### config.mk
export PLATFORM = sky130hd
export DESIGN_NAME = uart_tx_frame
export DESIGN_NICKNAME = d
export VERILOG_FILES = /design/src/rtl/uart_tx_frame.sv
export SDC_FILE = /design/constraint.sdc
export NUM_CORES = 1
export LEC_CHECK = 0
export CAP_MARGIN = 20
export CORE_MARGIN = 1
export CORE_UTILIZATION = 30
export DETAILED_ROUTE_END_ITERATION = 16
export HOLD_SLACK_MARGIN = 0.05
export PLACE_DENSITY = 0.51
export RECOVER_POWER = 100
export SYNTH_ARGS = -nofsm -noshare
export SYNTH_HDL_FRONTEND = slang
export SYNTH_SLANG_ARGS = --single-unit
### constraint.sdc
create_clock -name clk -period 1.5 [get_ports clk]
set_input_delay 0.3 -clock clk [delete_from_list [all_inputs] [get_ports clk]]
set_output_delay 0.3 -clock clk [all_outputs]
set_load 0.1 [all_outputs]
### src/rtl/uart_tx_frame.sv
// UART frame transmitter: start bit, 8 data bits MSB first, optional even parity, stop bit.
// Define UART_TX_PARITY_EN to insert the parity bit between the data bits and the stop bit.
module uart_tx_frame (
  input  logic       clk,
  input  logic       rst,
  input  logic       btick,
  input  logic [7:0] din,
  input  logic       wr,
  output logic       txd,
  output logic       tx_rdy,
  output logic       busy,
  output logic       done
);

`ifdef UART_TX_PARITY_EN
  typedef enum logic [2:0] {IDLE, START, DATA, PARITY, STOP} state_t;
`else
  typedef enum logic [2:0] {IDLE, START, DATA, STOP} state_t;
`endif

  state_t      state_q;
  logic [7:0]  hold_q;
  logic        hold_full_q;
  logic [7:0]  shift_q;
  logic [2:0]  cnt_q;
  logic        txd_q;
  logic        done_q;
`ifdef UART_TX_PARITY_EN
  logic        parity_q;
`endif

  logic        accept_d;

  // A write only lands in an empty holding register; the frame launch needs a full one,
  // so both can never touch hold_full_q on the same edge.
  always_comb begin
    accept_d = wr & ~hold_full_q;
  end

  always_ff @(posedge clk) begin
    if (!rst) begin
      state_q     <= IDLE;
      hold_q      <= '0;
      hold_full_q <= 1'b0;
      shift_q     <= '0;
      cnt_q       <= '0;
      txd_q       <= 1'b1;
      done_q      <= 1'b0;
`ifdef UART_TX_PARITY_EN
      parity_q    <= 1'b0;
`endif
    end else begin
      done_q <= 1'b0;
      if (accept_d) begin
        hold_q      <= din;
        hold_full_q <= 1'b1;
      end
      if (btick) begin
        case (state_q)
          IDLE: begin
            if (hold_full_q) begin
              state_q     <= START;
              shift_q     <= hold_q;
              hold_full_q <= 1'b0;
              txd_q       <= 1'b0;
`ifdef UART_TX_PARITY_EN
              parity_q    <= ^hold_q;
`endif
            end
          end
          START: begin
            state_q <= DATA;
            txd_q   <= shift_q[7];
            shift_q <= {shift_q[6:0], 1'b0};
            cnt_q   <= '0;
          end
          DATA: begin
            if (cnt_q == 3'd7) begin
              cnt_q <= '0;
`ifdef UART_TX_PARITY_EN
              state_q <= PARITY;
              txd_q   <= parity_q;
`else
              state_q <= STOP;
              txd_q   <= 1'b1;
`endif
            end else begin
              txd_q   <= shift_q[7];
              shift_q <= {shift_q[6:0], 1'b0};
              cnt_q   <= cnt_q + 3'd1;
            end
          end
`ifdef UART_TX_PARITY_EN
          PARITY: begin
            state_q <= STOP;
            txd_q   <= 1'b1;
          end
`endif
          STOP: begin
            done_q <= 1'b1;
            // A preloaded byte goes straight into the next start bit, no idle bit between.
            if (hold_full_q) begin
              state_q     <= START;
              shift_q     <= hold_q;
              hold_full_q <= 1'b0;
              txd_q       <= 1'b0;
`ifdef UART_TX_PARITY_EN
              parity_q    <= ^hold_q;
`endif
            end else begin
              state_q <= IDLE;
              txd_q   <= 1'b1;
            end
          end
          default: begin
            state_q <= IDLE;
            txd_q   <= 1'b1;
          end
        endcase
      end
    end
  end

  assign txd    = txd_q;
  assign tx_rdy = ~hold_full_q;
  assign busy   = (state_q != IDLE);
  assign done   = done_q;

endmodule
Word level (Yosys, flattened, before mapping)

Cells that the tools add are included.

Register bits: 25
Input port bits: 12
Output and inout port bits: 4
Logic and storage cells: 46

Add/subtract/negate cells: 1
Equality and inequality tests: 8
Mux-type cells: 18
Bitwise gates (word level): 2
Reduce and logical (&&, ||, !) cells: 10

Operator list:

| cell                                                                   | number |
|---|---|
| 8-bit case mux with 3 select lines                                     | 1 |
| 8-bit two-way mux                                                      | 2 |
| 3-bit case mux with 4 select lines                                     | 1 |
| 1-bit two-way mux                                                      | 9 |
| 3-bit two-way mux                                                      | 3 |
| 3-bit by 2-bit equality test with 1-bit output (second input constant) | 2 |
| 2-bit != test (second input constant)                                  | 3 |
| 3-bit case mux with 2 select lines                                     | 1 |
| 2-bit AND reduction                                                    | 3 |
| 3-bit nonzero test                                                     | 2 |
| 1-bit case mux with 4 select lines                                     | 1 |
| 4-bit AND reduction                                                    | 1 |
| 3-bit by 1-bit adder with 3-bit output (second input constant)         | 1 |
| 3-bit by 1-bit equality test with 1-bit output (second input constant) | 1 |
| 3-bit equality test (second input constant)                            | 1 |
| 3-bit logical NOT                                                      | 1 |
| 3-bit AND reduction                                                    | 1 |
| 2-bit by 1-bit != test with 1-bit output (second input constant)       | 1 |
| 2-bit nonzero test                                                     | 1 |
| 2-bit OR reduction                                                     | 1 |
| 1-bit bitwise AND                                                      | 1 |
| 1-bit inverter                                                         | 1 |

Logic depth before layout (Yosys ltp)

Depth after elaboration: 6
Mapped depth: 6
Gate-level depth less buffers: 5

Least setup slack after synthesis

Ideal clock, no wire load.

Path kind: flip-flop to flip-flop
Start: register state_q[0]
End: register shift_q[0]
Setup time: 0.116 ns
Arrival: 1.481 ns
Data required time: 1.384 ns
Setup slack: -0.098 ns
Stages on the path, launching flop included: 7
Path buffers: 1
Clock period less this slack: 1.598 ns
Cell sequence: dfxtp_1 inv_1 ha_1 a2bb2oi_4 and2_4 buf_6 a41o_1

Cells in the longest elaborated chain, start to end: 4
Elaborated cells on any way between the ends: 10
Classes of those cells: eq/ne: 5; mux: 1; reduce/logical: 4

RTL lines:

| element                                                                                                | line | text |
|---|---|---|
| from (decl)                                                                                            | 21   | `state_t state_q;` |
| from (signal assigned)                                                                                 | 42   | `state_q <= IDLE;` |
| from (signal assigned)                                                                                 | 62   | `state_q <= START;` |
| from (signal assigned)                                                                                 | 72   | `state_q <= DATA;` |
| 3-bit by 2-bit equality test with 1-bit output / 3-bit logical NOT (equally long branches)             | 59   | `case (state_q)` |
| 2-bit OR reduction (no source line)                                                                    | -    |  |
| 2-bit by 1-bit != test with 1-bit output (no source line) / 3-bit nonzero test (equally long branches) | -    |  |
| 4-bit AND reduction (no source line)                                                                   | -    |  |
| to (signal assigned)                                                                                   | 63   | `shift_q <= hold_q;` |
| to (signal assigned)                                                                                   | 74   | `shift_q <= {shift_q[6:0], 1'b0};` |
| to (signal assigned)                                                                                   | 89   | `shift_q <= {shift_q[6:0], 1'b0};` |
| to (decl)                                                                                              | 24   | `logic [7:0] shift_q;` |

Several ways; a longest one is shown, not always the timed one.
A chain may end at the register's enable or synchronous reset.

Final worst setup path

Start: register state_q[1]
End: output port busy

Cells in the longest elaborated chain, start to end: 1

RTL lines:

| element            | line | text |
|---|---|---|
| 3-bit nonzero test | 126  | `assign busy = (state_q != IDLE);` |
| to (decl)          | 11   | `output logic busy,` |

Every way passes these cells.

==> out/qor.csv <==
metric;value;unit
status;complete, no violations;
hold crit path type;register to register;
Leak Pwr;0.5768;nW
grt ovf;0;
WHS Endpoint;hold_q[2];
design area;1521;µm²
first-pass GRT wire length;4029;µm
routed len/inst;12.47;µm
die area;4089;µm²
Max Cap Violations;0;
final worst setup slack;0.06797;ns
most frequent cells in the layout;nand2_1 (25), dfxtp_1 (21), a21oi_1 (19);
WL final;2419;µm
mean area per synthesized cell;9.136;µm²
Syn Inst Count;126;
1st-iter DRT viols;15;
DRT antenna net count;0;
number of inserted diodes;0;
IO buf count;15;
sequential-to-total area share from yosys stat;41.74;%
CP required;1.20;ns
dpl ws;-0.02656;ns
maximum vdd drop;0.3488;mV
CTS Sinks;24;
setup slack, reg-to-reg;0.07;ns
top cell type's share of synthesized area;41.74;%
fill cell count;363;
combinational share of power;29.3;%
Reg power frac;43.6;%
Hold Path Depth;2;
Total GRT Usage;12.78;%
Die Y;63.95;µm
share of cells above drive strength 1;24.66;%
# IOs;16;
via count;926;
Power Density;1077;nW/µm²
hold_sp;hold_q[2];
Core Area;3661;µm²
Starting Density;31.44;%
cts hold-fix bufs;0;
Layout area overhead;32.17;%
most common cell after layout, fill and taps aside;nand2_1;
gpl congestion;0.7622;
DR pass1 iterations;2;
final core utilization;41.56;%
worst-path maximum fanout;5;
CTS Buf Count;3;
yosys warns;0;
Reg-to-Reg End;shift_q[0];
Int Pwr;0.001145;W
# setup viols final;0;
Clk pin slew, worst setup/hold paths;0.08;ns
pin count of the biggest net entering global routing;19;
r2r startpoint;state_q[1];
crit start category;register;
Final Max Slew Viols;0;
Mapped Nets;144;
Synth Register Bits;24;
Clock Path Buffers;2;
Crit Path Class;register to output port;
most area-hungry cell type in the Yosys netlist;dfxtp_1;
dpl cell area;1478;µm²
Hold WS;0.4616;ns
Tot Pwr;0.001639;W
relative slew slack;63.70;%
Die Wd;63.95;µm
H-tree depth;1;
Distinct cells, synth;29;
Syn Std Cell Area;1151;µm²
CTS tree;built;
FMAX;0.6983;GHz
Switch Pwr;0.0004937;W
Area contributors post-synth;dfxtp_1 (42%), a21oi_1 (8.3%), nand2_1 (8.2%);
sw frac;30.12;%
Post-CTS Setup Inserts;0;
cell row count;22;
fin crit period;1.432;ns
Root Buffer;clkbuf_8;
vias in the first global route;891;
reg2reg path depth;5;
Layout Nets;165;
via density per instance;4.773;
Crit. End Element;output port;
Least-Margin Pin Slew;0.5469;ns
Clock power frac;27.0;%
final clock skew;0.001493;ns
initial antenna violation count;0;
Final period util;95.47;%
Hold Vio Cnt, Final;0;
clk_lat worst skew;0.27;ns
drt drc;0;
critical path arrival;1.13;ns
post-DP HPWL;1746;µm
[worst max path at each step]
stage                     slack (ns)       start    endpoint  cells after the start
after floorplan                 0.02  state_q[1]        busy                      3
after global placement          0.02       btick  shift_q[0]                      4
after detailed placement       -0.03       btick    cnt_q[0]                      4
after CTS                       0.02    cnt_q[0]    cnt_q[0]                      5
after global routing           -0.02    cnt_q[1]  state_q[0]                      5
final                           0.07  state_q[1]        busy                      4
[power by group through the flow]
stage	clock network, W	registers [W]	logic (W)
final	0.000443	0.000715	0.000481
after global placement	0	0.000730	0.000490
after floorplan	0	0.000743	0.000300
after CTS	0.000450	0.000717	0.000496
after detailed placement	0	0.000732	0.000494
after global routing	0.000487	0.000722	0.000518
[kinds of logic (layout without fill, tap and decap cells)]
family / after synthesis / after routing / share of synthesized area [%]
AO/OA/AOI/OAI: 36 / 36 / 24.02
adder cells (fa/ha/maj): 6 / 6 / 6.522
buffers and inverters: 15 / 35 / 6.195
flip-flops: 24 / 24 / 41.74
multiplexers: 8 / 8 / 6.957
AND/OR/NAND/NOR: 37 / 37 / 14.57
[timing repair]
action | CTS | global route
endpoints found under the setup margin | 1 | 12
pin swaps | 0 | 1
gates resized for setup | 1 | 8
[registers in the layout (all words and copies together), names as in the netlist]
signal,count
hold_q,8
shift_q,8
cnt_q,3
state_q,2
done,1
hold_full_q,1
txd,1
[metal layers]
metal  wire length [µm]  vias up  global-route usage [%]
met5                  0        -                       0
met4                 47        0                   6.818
met3                 70        4                   2.321
met2               1185       13                   20.74
met1               1115      427                   15.94
li1                   -      482                       -
[synth_stat cells]
library cell  count
nand2b_1          3
dfxtp_1          24
mux2i_1           8
buf_4             1
a21oi_1          19
and3_1            1
buf_2             3
nor2b_1           1
o21bai_1          1
nand2_1          25
a211oi_1          1
o21ai_0           2
a211oi_2          7
a221oi_1          1
a41o_1            1
inv_2             1
ha_1              6
a2bb2oi_1         1
inv_1             5
o41ai_1           1
clkbuf_1          4
and2_4            1
nor2_1            1
a2bb2oi_4         1
or3_1             1
nand3_1           1
buf_6             1
a31oi_1           1
nand4_1           3
[through the flow]
step / instances / setup TNS, ns
CTS: 194 / 0
finish: 194 / 0
global placement: 190 / 0
global route: 194 / -0.01612
detailed placement: 190 / -0.05206
floorplan: 126 / 0
[worst max-delay path, stage by stage (launching register included)]
cell and delay (ns):
dfxtp_2 0.37, inv_2 0.06, ha_4 0.17, inv_1 0.09, buf_12 0.18
[cell type report]
class                      instances  area [µm²]  area share [%]
multi-input combinational         87       626.9           41.20
sequential                        24       484.2           31.83
timing repair buffer              25       272.8           17.93
tap                               48       60.06           3.947
clock buffer                       4       55.05           3.618
inverter                           6       22.52           1.480
Power figures use the tool's default switching activity.
